`config.mk`:
```
export PLATFORM = sky130hd
export DESIGN_NAME = bus_transfer_arbiter
export DESIGN_NICKNAME = d
export VERILOG_FILES = /design/src/rtl/bus_transfer_arbiter.sv
export SDC_FILE = /design/constraint.sdc
export NUM_CORES = 1
export LEC_CHECK = 0
export BUFFER_PORTS_ARGS = -buffer_cell sky130_fd_sc_hd__buf_2
export CORE_UTILIZATION = 57
export CTS_BUF_LIST = sky130_fd_sc_hd__clkbuf_8
export DETAILED_ROUTE_END_ITERATION = 8
export PLACE_DENSITY = 0.88
export SLEW_MARGIN = 15
export SYNTH_ARGS = -nofsm -noshare
export SYNTH_HDL_FRONTEND = slang
export SYNTH_SLANG_ARGS = --single-unit
```
`constraint.sdc`:
```
create_clock -name clk -period 2.7 [get_ports clk]
set_input_delay 0.27 -clock clk [delete_from_list [all_inputs] [get_ports clk]]
set_output_delay 0.27 -clock clk [all_outputs]
set_load 0.05 [all_outputs]
```
`src/rtl/bus_transfer_arbiter.sv`:
```
// Round-robin arbiter that sequences register-to-register transfers on the shared datapath bus.
// An accepted request spends one cycle driving the source, then one cycle loading the destination.
module bus_transfer_arbiter #(
    parameter int NUM_REQ = 2,
    parameter int CODE_W  = 5,
    parameter int NUM_SRC = 24
) (
    input  logic                        clk,
    input  logic                        reset_n,
    input  logic [NUM_REQ-1:0]          req_valid,
    input  logic [NUM_REQ*CODE_W-1:0]   req_src,
    input  logic [NUM_REQ*CODE_W-1:0]   req_dst,
    output logic [NUM_REQ-1:0]          req_ready,
    output logic [NUM_SRC-1:0]          src_out_en,
    output logic [NUM_SRC-1:0]          dst_in_en,
    output logic [2:0]                  grant_id,
    output logic                        busy,
    output logic                        code_err
);

    typedef enum logic [1:0] {IDLE, DRIVE, LOAD} state_t;

    localparam logic [CODE_W:0] CODE_LIMIT = (CODE_W+1)'(NUM_SRC);

    state_t            state;
    logic [2:0]        ptr;
    logic [CODE_W-1:0] dst_q;

    logic              found;
    logic [2:0]        gnt;
    logic [CODE_W-1:0] sel_src;
    logic [CODE_W-1:0] sel_dst;
    logic              bad_code;
    logic              accept;

    // Two passes give the wrap-around search: first from ptr upward, then from 0.
    always_comb begin
        found   = 1'b0;
        gnt     = '0;
        sel_src = '0;
        sel_dst = '0;
        for (int unsigned j = 0; j < NUM_REQ; j++) begin
            if (!found && req_valid[j] && j >= 32'(ptr)) begin
                found   = 1'b1;
                gnt     = 3'(j);
                sel_src = req_src[j*CODE_W +: CODE_W];
                sel_dst = req_dst[j*CODE_W +: CODE_W];
            end
        end
        for (int unsigned j = 0; j < NUM_REQ; j++) begin
            if (!found && req_valid[j]) begin
                found   = 1'b1;
                gnt     = 3'(j);
                sel_src = req_src[j*CODE_W +: CODE_W];
                sel_dst = req_dst[j*CODE_W +: CODE_W];
            end
        end
        bad_code = ({1'b0, sel_src} >= CODE_LIMIT) || ({1'b0, sel_dst} >= CODE_LIMIT);
        accept   = reset_n && (state == IDLE) && found;
        code_err = accept && bad_code;
        for (int unsigned j = 0; j < NUM_REQ; j++) begin
            req_ready[j] = accept && (gnt == 3'(j));
        end
    end

    always_ff @(posedge clk or negedge reset_n) begin
        if (!reset_n) begin
            state      <= IDLE;
            ptr        <= '0;
            dst_q      <= '0;
            grant_id   <= '0;
            src_out_en <= '0;
            dst_in_en  <= '0;
            busy       <= 1'b0;
        end else begin
            case (state)
                IDLE: begin
                    if (accept) begin
                        grant_id <= gnt;
                        ptr      <= (gnt == 3'(NUM_REQ-1)) ? '0 : gnt + 3'd1;
                        dst_q    <= sel_dst;
                        if (!bad_code) begin
                            state      <= DRIVE;
                            busy       <= 1'b1;
                            src_out_en <= NUM_SRC'(1) << sel_src;
                        end
                    end
                end
                DRIVE: begin
                    dst_in_en <= NUM_SRC'(1) << dst_q;
                    state     <= LOAD;
                end
                LOAD: begin
                    src_out_en <= '0;
                    dst_in_en  <= '0;
                    busy       <= 1'b0;
                    state      <= IDLE;
                end
                default: state <= IDLE;
            endcase
        end
    end

endmodule

```
# After elaboration in Yosys (flattened, before gate mapping)
# Index checks and enable logic that the tools add are counted.
classes:
  addsub: 1
  n_mul: 0
  n_div: 0
  magnitude_cmp: 4
  eq_ne: 5
  n_shift: 2
  n_mux: 26
  bitwise_logic: 0
  n_reduce_logical: 21
ops:
  columns: ["operator", "count"]
  rows:
  - ["24-bit one-hot mux with 2 select lines", 2]
  - ["24-bit 2-to-1 mux", 2]
  - ["1-bit by 5-bit << shifter with 24-bit output, first input constant", 2]
  - ["5-bit 2-to-1 mux", 8]
  - ["5-bit greater-or-equal comparator, second input constant", 2]
  - ["1-bit logical AND", 10]
  - ["3-bit 2-to-1 mux", 3]
  - ["1-bit 2-to-1 mux", 7]
  - ["1-bit by 3-bit greater-or-equal comparator with 1-bit output, first input constant", 2]
  - ["2-bit 2-to-1 mux", 2]
  - ["2-bit != test, second input constant", 2]
  - ["2-bit one-hot mux with 2 select lines", 1]
  - ["2-bit AND reduction", 2]
  - ["2-bit nonzero test", 2]
  - ["3-bit by 1-bit adder with 3-bit output, second input constant", 1]
  - ["3-bit by 1-bit == test with 1-bit output, second input constant", 1]
  - ["1-bit zero test", 3]
  - ["3-bit zero test", 1]
  - ["3-bit AND reduction", 1]
  - ["2-bit by 1-bit == test with 1-bit output, second input constant", 1]
  - ["2-bit == test, second input constant", 1]
  - ["2-bit zero test", 1]
  - ["1-bit one-hot mux with 2 select lines", 1]
  - ["1-bit logical OR", 1]
totals:
  reg_bits: 62
  latchBits: 0
  ramBits: 0
  mem_bits_ro: 0
  inputBits: 24
  output_inout_bits: 55
  wordCells: 66
  mem_count: 0

# Longest topological paths before layout
# Gate-level depths: netlist of the first run.
depth:
  depth_word: 18
  depth_mapped: 7
  ltp_nobuf: 6

# Worst setup path before layout of the first run
# OpenSTA, ideal clock, no wires.
synth_timing:
  kind: "register -> output"
  startpoint: "register ptr[0]"
  endpoint: "output port code_err"
  t_arrival_ns: 1.773
  required_ns: 2.430
  setup_slack_ns: 0.657
  stages_incl_launch_ff: 6
  n_path_buf: 1
  path_cell_list: "dfrtp_1 -> a21boi_2 -> buf_6 -> a32o_1 -> nand2_1 -> a21oi_1"
synth_between:
  elab_chain_len: 16
  elab_cells_between_ends: 27
  cone_classes: "order compare (4); mux (12); reduce/logical (11)"
synth_rtl:
  columns: ["item", "line_no", "source"]
  rows:
  - ["start, declared", "26", "logic [2:0] ptr;"]
  - ["start signal, assigned", "80", "ptr <= (gnt == 3'(NUM_REQ-1)) ? '0 : gnt + 3'd1;"]
  - ["1-bit by 3-bit greater-or-equal comparator with 1-bit output", "43", "if (!found && req_valid[j] && j >= 32'(ptr)) begin"]
  - ["1-bit logical AND", "43", null]
  - ["1-bit 2-to-1 mux", "43", null]
  - ["1-bit zero test", "43", null]
  - ["1-bit logical AND (2 in series)", "43", null]
  - ["1-bit 2-to-1 mux", "43", null]
  - ["1-bit zero test", "51", "if (!found && req_valid[j]) begin"]
  - ["1-bit logical AND", "51", null]
  - ["1-bit 2-to-1 mux", "51", null]
  - ["1-bit zero test", "51", null]
  - ["1-bit logical AND", "51", null]
  - ["5-bit 2-to-1 mux", "51", null]
  - ["5-bit greater-or-equal comparator", "58", "bad_code = ({1'b0, sel_src} >= CODE_LIMIT) || ({1'b0, sel_dst} >= CODE_LIMIT);"]
  - ["1-bit logical OR", "58", null]
  - ["1-bit logical AND *", "60", "code_err = accept && bad_code;"]
  - ["end, declared", "18", "output logic code_err"]
# Mark *: on every way between the ends. The rest lies on a longest branch, timed or not.

# Final worst setup path of the first run
# Ends and elaborated chain as after synthesis.

==> results of run 1 <==
==> how the worst max path moves through the flow <==
stage	end	from	depth (start not counted)	slack [ns]
6_report	code_err	ptr[0]$_DFFE_PN0P_	5	0.25
5_1_grt	code_err	ptr[0]$_DFFE_PN0P_	5	0.16
4_1_cts	code_err	ptr[0]$_DFFE_PN0P_	5	0.24
3_5_place_dp	code_err	req_valid[1]	6	0.59
3_3_place_gp	code_err	req_valid[1]	6	0.64
2_1_floorplan	code_err	ptr[0]$_DFFE_PN0P_	5	0.66
==> flip-flops by register name, summed over array words and instances (netlist names) <==
signal / cells
grant_id: 1
ptr: 1
dst_q: 5
src_out_en: 24
dst_in_en: 24
state: 2
busy: 1
==> cell type report <==
| type | count | area, um^2 | area share |
|---|---|---|---|
| clock inverter | 6 | 81.33 | 0.02563 |
| tap | 50 | 62.56 | 0.01972 |
| clock buffer | 10 | 137.6 | 0.04338 |
| multi-input combinational | 122 | 920.9 | 0.2902 |
| timing repair buffer | 80 | 410.4 | 0.1293 |
| sequential | 58 | 1451 | 0.4574 |
| inverter | 29 | 108.9 | 0.03431 |
==> power by group through the flow <==
stage / Combinational, mW / Clock [mW] / Sequential (mW)
2_1_floorplan: 0.691 / 0 / 1.59
3_3_place_gp: 1.42 / 0 / 1.17
3_5_place_dp: 1.45 / 0 / 1.18
4_1_cts: 1.46 / 0.887 / 1.17
5_1_grt: 1.56 / 0.935 / 1.19
6_report: 1.46 / 0.875 / 1.17
==> per-stage QoR <==
step / utilization / power, mW / instances
after detailed placement: 0.7129 / 2.630 / 339
after floorplan: - / 2.282 / 221
final: 0.7657 / 3.502 / 355
after CTS: 0.7657 / 3.514 / 355
after global placement: 0.7129 / 2.590 / 339
after global routing: 0.7657 / 3.688 / 355
==> metal layers <==
layer	wire length (um)	part of all wire	vias to the layer above	global-route usage
met3	376	0.065	9	0.08224
li1	-	-	964	-
met4	104	0.018	0	0.1250
met2	2628	0.46	78	0.3885
met5	0	0	-	0
met1	2662	0.46	1002	0.3858
==> worst register-to-register path, delay by kind of cell (launching register included) <==
kind / cells / cell delay [ns]
DFF: 1 / 0.40
AOI/OAI and AO/OA: 2 / 0.75
and+or+nand+nor: 3 / 0.87
==> kinds of logic after synthesis <==
logic type                 Yosys count  synth area share
adders and majority gates            4           0.01970
DFF                                 58            0.5711
muxes                                4           0.01772
other                                1          0.001476
buffers and inverters               41           0.06794
AOI/OAI and AO/OA                   72            0.2225
and+or+nand+nor                     40           0.09946
==> placed cells by master (no fill, tap or decap), drive strengths merged, types with 2 or more instances in the layout <==
master,netlist,routed
a21o,2,2
a21oi,3,3
a22o,12,12
a22oi,6,6
a32o,4,4
buf,6,80
bufinv,0,2
clkbuf,6,10
clkinv,0,2
conb,1,2
dfrtp,58,58
ha,4,4
inv,29,30
mux2,4,4
nand2,12,12
nand2b,3,3
nand3b,3,3
nor2,3,3
nor2b,2,2
nor3,2,2
nor3b,4,4
nor4,2,2
o21ai,3,3
o22ai,25,25
o2bb2ai,12,12
or4,2,2
==> out/summary.txt, run 1 <==
Outcome -> completed
CP required -> 2.43 ns
Fraction of registers with async set/reset -> 1.000
Critical path peak fanout -> 11
Critical path, cell by cell -> a21boi_2 -> a32o_1 -> nand2_1 -> a21oi_1 -> buf_2
Top post-synthesis cells by area -> dfrtp_1 (57%), o22ai_1 (6.2%), inv_1 (4.3%)
Internal power -> 1.990 mW
Startpoint Class -> register
1st-pass router iterations -> 4
Worst hold slack -> 0.1369 ns
Worst VDD drop -> 627.7 uV
Crit path max-delay family -> compound AO/OA/AOI/OAI gates
Final setup vio count -> 0
Min Tclk post-route -> 2.452 ns
Clock Tree Root -> clkbuf_8
Final setup margin -> 0.2477 ns
First DRT Iteration DRCs -> 208
Vias/cell -> 5.783
Total GRT Usage -> 0.2741
Initial Util -> 0.6132
TritonCTS clock tree -> built
Setup Buffers After CTS -> 0
Final WL -> 5772 um
Clk Latency, worst-skew pair -> 0.34 ns
DR vias -> 2053
Min-delay worst type -> primary input to async pin
Flops & latches, synth -> 58
CP Capture Type -> output port
Synth cell count leaders -> dfrtp_1 (58), inv_1 (29), o22ai_1 (25)
Slowest stage delay, CP -> 0.46 ns
Syn avg cell area -> 11.55 um^2
Clk pin slew, worst setup/hold paths -> 0.07 ns
Synth top area share -> 0.5711
Cell Rows -> 23
Reg2reg path depth -> 5
DRC viols -> 0
Psw -> 1.512 mW
Final instance area -> 3173 um^2
Slowest CP cell -> a21boi_2
CP Class -> register to output port
Fin Setup TNS -> 0 ns
Crit path DAT -> 2.18 ns
CTS buffer count -> 9
Avg WL per Cell -> 16.26 um
Combinational fraction of design power -> 0.417
Sw Ratio -> 0.4318
Maxcap violations -> 0
GRT overflow -> 0
RSZ-0062 raised after global routing -> no
Most common cell in the synthesized netlist -> dfrtp_1
Final Skew -> 0.007155 ns
R2r startpoint -> ptr[0]$_DFFE_PN0P_
Nets -> 328
Core area -> 4144 um^2
CTS max path bufs -> 2
GP Congestion -> 0.8199
Sequential share of the synthesized area -> 0.5711
Post-CTS Resized -> 0
Final ANT Viol Nets -> 0
Cell variety after synth -> 43
Fillers -> 294
Post-DP HPWL -> 3970 um
# diodes -> 0
Initial antenna violation count -> 0
Clk sink count -> 58
R2R Setup Slk -> 0.62 ns
Die Width -> 68.77 um
Area grow syn2layout -> 24.86%
Layout cell share with drive strength beyond 1 -> 0.3672
Global-route wire length before repair -> 8942 um
Clock network power share -> 0.250
Full die area -> 4729 um^2
Leakage power -> 1.613 nW
Final-report hold violation count -> 0
Die Ht -> 68.77 um
CTS hold repair buffers -> 0
Mapped Cells -> 220
Post-synth EDFFs -> 0
Mapped Area -> 2541 um^2
Yosys Warn Count -> 0
Vias in the first global route -> 1805
Fin. max-slew vios -> 0
Worst slack, placed -> 0.5944 ns
H-tree levels -> 3
Slew HR -> 0.5215
PD cells -> 1104 nW/um^2
I/O Pins -> 79
FF-to-FF End -> src_out_en[13]$_DFFE_PN0P_
Max frequency -> 0.4078 GHz
Final worst-path cycle share -> 0.9083
Worst slew pin tran -> 0.7178 ns
PortBufs -> 76
Largest net degree at the start of global routing -> 59
Leading area contributor after synthesis -> dfrtp_1
WP buf/inv -> 1
Main synth FF type -> dfrtp_1
Flop pwr share -> 0.333
Post-placement cell area -> 2954 um^2
Power figures use the tool's default switching activity.
==> inputs of run 2 (changes only) <==
--- a/config.mk
+++ b/config.mk
@@ -6,10 +6,13 @@
 export NUM_CORES = 1
 export LEC_CHECK = 0
 export BUFFER_PORTS_ARGS = -buffer_cell sky130_fd_sc_hd__buf_2
-export CORE_UTILIZATION = 57
+export CAP_MARGIN = 20
+export CELL_PAD_IN_SITES_DETAIL_PLACEMENT = 1
+export CELL_PAD_IN_SITES_GLOBAL_PLACEMENT = 1
+export CORE_UTILIZATION = 44
 export CTS_BUF_LIST = sky130_fd_sc_hd__clkbuf_8
 export DETAILED_ROUTE_END_ITERATION = 8
-export PLACE_DENSITY = 0.88
+export PLACE_DENSITY_LB_ADDON = 0.1
 export SLEW_MARGIN = 15
 export SYNTH_ARGS = -nofsm -noshare
 export SYNTH_HDL_FRONTEND = slang
==> out/summary.txt, run 2 (synthesis gave the netlist of run 1 again) <==
Outcome -> completed
CP required -> 2.43 ns (about the same)
Fin. max-slew vios -> 0 (unchanged)
Crit path max-delay family -> compound AO/OA/AOI/OAI gates
CP Capture Type -> output port
DRC viols -> 0 (unchanged)
Die Width -> 78.00 um (+13%)
Fin Setup TNS -> 0 ns (unchanged)
Avg WL per Cell -> 18.69 um (+15%)
Cell Rows -> 27 (+17%)
PortBufs -> 76 (unchanged)
GP Congestion -> 0.8308 (+1.3%)
Startpoint Class -> register
Critical path peak fanout -> 11 (unchanged)
Post-CTS Resized -> 0 (unchanged)
FF-to-FF End -> src_out_en[22]$_DFFE_PN0P_
R2r startpoint -> ptr[0]$_DFFE_PN0P_
Final worst-path cycle share -> 0.9247 (+0.01645)
CP Class -> register to output port
Final-report hold violation count -> 0 (unchanged)
Slowest stage delay, CP -> 0.45 ns (about the same)
Min Tclk post-route -> 2.497 ns (+0.04441 ns)
Total GRT Usage -> 0.2553 (-0.01875)
WP buf/inv -> 1 (unchanged)
Post-placement cell area -> 2989 um^2 (+1.2%)
Min-delay worst type -> primary input to async pin
Maxcap violations -> 0 (unchanged)
Final ANT Viol Nets -> 0 (unchanged)
Max frequency -> 0.4005 GHz (-1.8%)
CTS hold repair buffers -> 0 (unchanged)
1st-pass router iterations -> 4 (unchanged)
First DRT Iteration DRCs -> 107 (-49%)
Commonest non-fill, non-tap cell in the layout -> buf_2
CTS buffer count -> 9 (unchanged)
Layout cell share with drive strength beyond 1 -> 0.3693 (+0.002068)
Critical path, cell by cell -> a21boi_2 -> a32o_1 -> nand2_1 -> a21oi_1 -> buf_2
Vias/cell -> 5.507 (-4.8%)
Initial antenna violation count -> 1 (+1)
Clock Tree Root -> clkbuf_8
Global-route wire length before repair -> 11520 um (+29%)
Clk sink count -> 58 (unchanged)
Crit path DAT -> 2.23 ns (+0.05 ns)
Slew HR -> 0.5144 (-0.007046)
Final WL -> 7083 um (+23%)
Setup Buffers After CTS -> 0 (unchanged)
Worst slew pin tran -> 0.7283 ns (+0.01057 ns)
GRT overflow -> 0 (unchanged)
Leakage power -> 1.624 nW (+0.72%)
Slowest CP cell -> a21boi_2
Full die area -> 6083 um^2 (+29%)
Worst slack, placed -> 0.5789 ns (-0.01552 ns)
H-tree levels -> 3 (unchanged)
Final setup margin -> 0.2033 ns (-0.04441 ns)
Area grow syn2layout -> 26.74%
Reg2reg path depth -> 5 (unchanged)
Vias in the first global route -> 2212 (+23%)
I/O Pins -> 79 (unchanged)
TritonCTS clock tree -> built
Final instance area -> 3221 um^2 (+1.5%)
Worst VDD drop -> 479.7 uV (-24%)
R2R Setup Slk -> 0.56 ns (-0.06 ns)
Final setup vio count -> 0 (unchanged)
Clk pin slew, worst setup/hold paths -> 0.07 ns (about the same)
CTS max path bufs -> 2 (unchanged)
Die Ht -> 78.00 um (+13%)
Post-DP HPWL -> 4946 um (+25%)
PD cells -> 1121 nW/um^2 (+1.6%)
DR vias -> 2087 (+1.7%)
RSZ-0062 raised after global routing -> no
Final Skew -> 0.007619 ns (+0.0004645 ns)
Clk Latency, worst-skew pair -> 0.34 ns (about the same)
Core area -> 5540 um^2 (+34%)
Most frequent cells in the layout -> buf_2 (76), dfrtp_1 (58), inv_1 (30)
Initial Util -> 0.4587 (-0.1546)
Biggest registers after layout -> dst_in_en (24), src_out_en (24), dst_q (5)
Largest net degree at the start of global routing -> 59 (unchanged)
Nets -> 329 (+0.30%)
==> run 2: cell count changes in the layout (fill, tap and decap cells not counted) <==
cell	previous run	this run
buf_4	4	5
clkinv_4	0	1
diode_2	0	1
clkinvlp_4	1	0
clkbuf_8	10	11
clkinv_2	2	1
==> run 2: cell type report <==
type                       instances  area, um^2
inverter                          29       108.9
sequential                        58        1451
tap                               72       90.09
timing repair buffer              81       417.9
fill                             639        2320
antenna                            1       2.502
multi-input combinational        122       920.9
clock inverter                     5       77.57
clock buffer                      11       151.4
==> run 2: per-stage QoR <==
stage	power, mW	std cells	util	hold slack (ns)
floorplan	2.282	221	-	-0.02559
global placement	2.645	362	0.5395	0.4552
detailed placement	2.685	362	0.5395	0.4686
CTS	3.627	378	0.5808	0.1169
global route	3.804	379	0.5813	0.1507
finish	3.610	379	0.5813	0.08043
==> run 2: layer usage <==
| layer | global-route usage | vias up | share of wire |
|---|---|---|---|
| li1 | - | 964 | - |
| met1 | 0.3260 | 1052 | 0.45 |
| met2 | 0.4088 | 58 | 0.50 |
| met3 | 0.05294 | 13 | 0.037 |
| met4 | 0.1333 | 0 | 0.018 |
| met5 | 0 | - | 0 |
==> run 2: worst max-delay path by stage <==
stage                                  start  endpoint  slack [ns]  cells past startpoint
after floorplan           ptr[0]$_DFFE_PN0P_  code_err        0.66                      5
after global placement          req_valid[1]  code_err        0.64                      6
after detailed placement        req_valid[1]  code_err        0.58                      6
after CTS                 ptr[0]$_DFFE_PN0P_  code_err        0.21                      5
after global routing      ptr[0]$_DFFE_PN0P_  code_err        0.07                      5
final                     ptr[0]$_DFFE_PN0P_  code_err        0.20                      5
==> run 2: power breakdown <==
| group | internal (mW) | total [mW] | switching [mW] |
|---|---|---|---|
| clock network | 0.567 | 0.924 | 0.357 |
| logic | 0.410 | 1.51 | 1.10 |
| registers | 1.05 | 1.18 | 0.131 |
| total | 2.02 | 3.61 | 1.59 |
==> run 2: worst reg2reg max path, stage by stage, from the launching register on <==
cell      delay [ns]
dfrtp_1         0.42
a21boi_2        0.45
a32o_1          0.41
nand2_1         0.13
nor3_1          0.44
a22o_1          0.22
==> inputs of run 3 (changes only) <==
--- a/config.mk
+++ b/config.mk
@@ -13,6 +13,7 @@
 export CTS_BUF_LIST = sky130_fd_sc_hd__clkbuf_8
 export DETAILED_ROUTE_END_ITERATION = 8
 export PLACE_DENSITY_LB_ADDON = 0.1
+export RECOVER_POWER = 100
 export SLEW_MARGIN = 15
 export SYNTH_ARGS = -nofsm -noshare
 export SYNTH_HDL_FRONTEND = slang
==> out/summary.txt, run 3 (synthesis gave the netlist of run 1 again) <==
Final-report hold violation count -> 0 (unchanged)
Cell Rows -> 27 (unchanged)
Full die area -> 6083 um^2 (unchanged)
Register Area -> 1451 um^2 (unchanged)
Setup Buffers After CTS -> 0 (unchanged)
1st-pass router iterations -> 4 (unchanged)
Clk sink count -> 58 (unchanged)
# diodes -> 0 (-1)
Worst VDD drop -> 477.6 uV (-0.44%)
Post-CTS Resized -> 0 (unchanged)
Post-DP HPWL -> 4946 um (unchanged)
Maxcap violations -> 0 (unchanged)
CTS hold repair buffers -> 0 (unchanged)
Slew HR -> 0.07373 (-0.4407)
Final ANT Viol Nets -> 0 (unchanged)
Initial antenna violation count -> 0 (-1)
Commonest non-fill, non-tap cell in the layout -> dfrtp_1
GR Util met3 -> 0.05294 (unchanged)
Min-delay worst type -> primary input to register
Most Crowded Layer GR -> met2
CP Capture Type -> output port
Total GRT Usage -> 0.2553 (unchanged)
Critical path, cell by cell -> a21boi_2 -> a32o_1 -> nand2_1 -> a21oi_1 -> clkbuf_2
Fin Setup TNS -> 0 ns (unchanged)
CTS buffer count -> 9 (unchanged)
DR vias -> 2085 (-0.096%)
Worst slew pin tran -> 1.389 ns (+0.6611 ns)
Final Skew -> 0.007159 ns (-0.0004600 ns)
Met2 Use GR -> 0.4088 (unchanged)
Startpoint Class -> register
Slowest CP cell -> a21boi_2
Fillers -> 675 (+5.6%)
Die Width -> 78.00 um (unchanged)
DRC viols -> 0 (unchanged)
Biggest registers after layout -> dst_in_en (24), src_out_en (24), dst_q (5)
Slowest stage delay, CP -> 0.45 ns (about the same)
Pwr Total -> 3.562 mW (-1.3%)
Nets -> 329 (unchanged)
Crit path max-delay family -> compound AO/OA/AOI/OAI gates
First DRT Iteration DRCs -> 124 (+16%)
CTS max path bufs -> 2 (unchanged)
Clk pin slew, worst setup/hold paths -> 0.07 ns (about the same)
GP Congestion -> 0.8308 (unchanged)
Largest net degree at the start of global routing -> 59 (unchanged)
Final worst-path cycle share -> 0.9264 (+0.001738)
PortBufs -> 76 (unchanged)
RSZ-0062 raised after global routing -> no
Area grow syn2layout -> 23.44%
Critical path peak fanout -> 11 (unchanged)
Vias in the first global route -> 2212 (unchanged)
Placed Cells -> 362 (unchanged)
CP Class -> register to output port
Max frequency -> 0.3998 GHz (-0.19%)
Min Tclk post-route -> 2.501 ns (+0.004692 ns)
Leakage power -> 1.391 nW (-14%)
Vias/cell -> 5.516 (+0.17%)
PD cells -> 1136 nW/um^2 (+1.3%)
TritonCTS clock tree -> built
Core area -> 5540 um^2 (unchanged)
Clk Latency, worst-skew pair -> 0.34 ns (about the same)
WP buf/inv -> 1 (unchanged)
Final WL -> 7049 um (-0.48%)
Fin cells -> 378 (-0.26%)
Most frequent cells in the layout -> dfrtp_1 (58), clkbuf_1 (54), inv_1 (30)
H-tree levels -> 3 (unchanged)
Crit path DAT -> 2.23 ns (about the same)
Layout cell share with drive strength beyond 1 -> 0.1895 (-0.1797)
I/O Pins -> 79 (unchanged)
Die Ht -> 78.00 um (unchanged)
Global-route wire length before repair -> 11520 um (unchanged)
Avg WL per Cell -> 18.65 um (-0.22%)
Outcome -> completed
Multi-input gate area -> 914.6 um^2 (-0.68%)
Fin. max-slew vios -> 0 (unchanged)
GRT overflow -> 0 (unchanged)
CP required -> 2.43 ns (about the same)
Clock Tree Root -> clkbuf_8
Final setup vio count -> 0 (unchanged)
M1 GR Usage -> 0.3260 (unchanged)
Initial Util -> 0.4587 (unchanged)
==> run 3: changes by cell type in the layout (fill, tap and decap cells not counted) <==
cell      delta
diode_2      -1
buf_2       -54
a221oi_2     -1
clkbuf_2     +3
a221oi_1     +1
clkbuf_1    +54
buf_4        -3
==> run 3: worst min-delay path: cells and delay by family <==
family,cells,cell delay (ns)
buf+inv,1,0.09
compound gates,2,0.19
==> run 3: through the flow <==
step | util | instance area [um^2] | setup slack, ns | hold slack (ns)
final | 0.5662 | 3137 | 0.1986 | 0.2463
after global routing | 0.5662 | 3137 | 0.07936 | 0.2468
after CTS | 0.5808 | 3218 | 0.2110 | 0.1169
after detailed placement | 0.5395 | 2989 | 0.5789 | 0.4686
after global placement | 0.5395 | 2989 | 0.6385 | 0.4552
after floorplan | - | 2545 | 0.6573 | -0.02559
==> run 3: path summary, 6_finish.rpt <==
check | startpoint | endpoint | slack (ns) | cells past startpoint
max | ptr[0]$_DFFE_PN0P_ | code_err | 0.20 | 5
min | req_dst[0] | dst_q[0]$_DFFE_PN0P_ | 0.25 | 3
max reg2reg | ptr[0]$_DFFE_PN0P_ | src_out_en[22]$_DFFE_PN0P_ | 0.40 | 6
min reg2reg | grant_id[0]$_DFFE_PN0P_ | grant_id[0]$_DFFE_PN0P_ | 0.48 | 1
max in group asynchronous | reset_n | src_out_en[11]$_DFFE_PN0P_ | 1.47 | 2
min in group asynchronous | reset_n | ptr[0]$_DFFE_PN0P_ | 0.38 | 2
==> run 3: metal layers <==
layer | wire length (um) | part of all wire | vias to the layer above
li1 | - | - | 963
met3 | 270 | 0.038 | 14
met4 | 175 | 0.025 | 0
met2 | 3464 | 0.49 | 54
met1 | 3138 | 0.45 | 1054
met5 | 0 | 0 | -
==> run 3: final cells by class <==
cell class,count,share of cell area
Sequential cell,58,0.4627
Clock buffer,11,0.04826
Tap cell,72,0.02872
Inverter,29,0.03470
Clock inverter,5,0.02473
Timing Repair Buffer,81,0.1093
Multi-Input combinational cell,122,0.2916
==> run 3: power breakdown <==
group / internal [mW] / switching [mW] / leakage, nW
Sequential: 1.05 / 0.135 / 0.788
Combinational: 0.364 / 1.09 / 0.482
Clock: 0.567 / 0.354 / 0.121
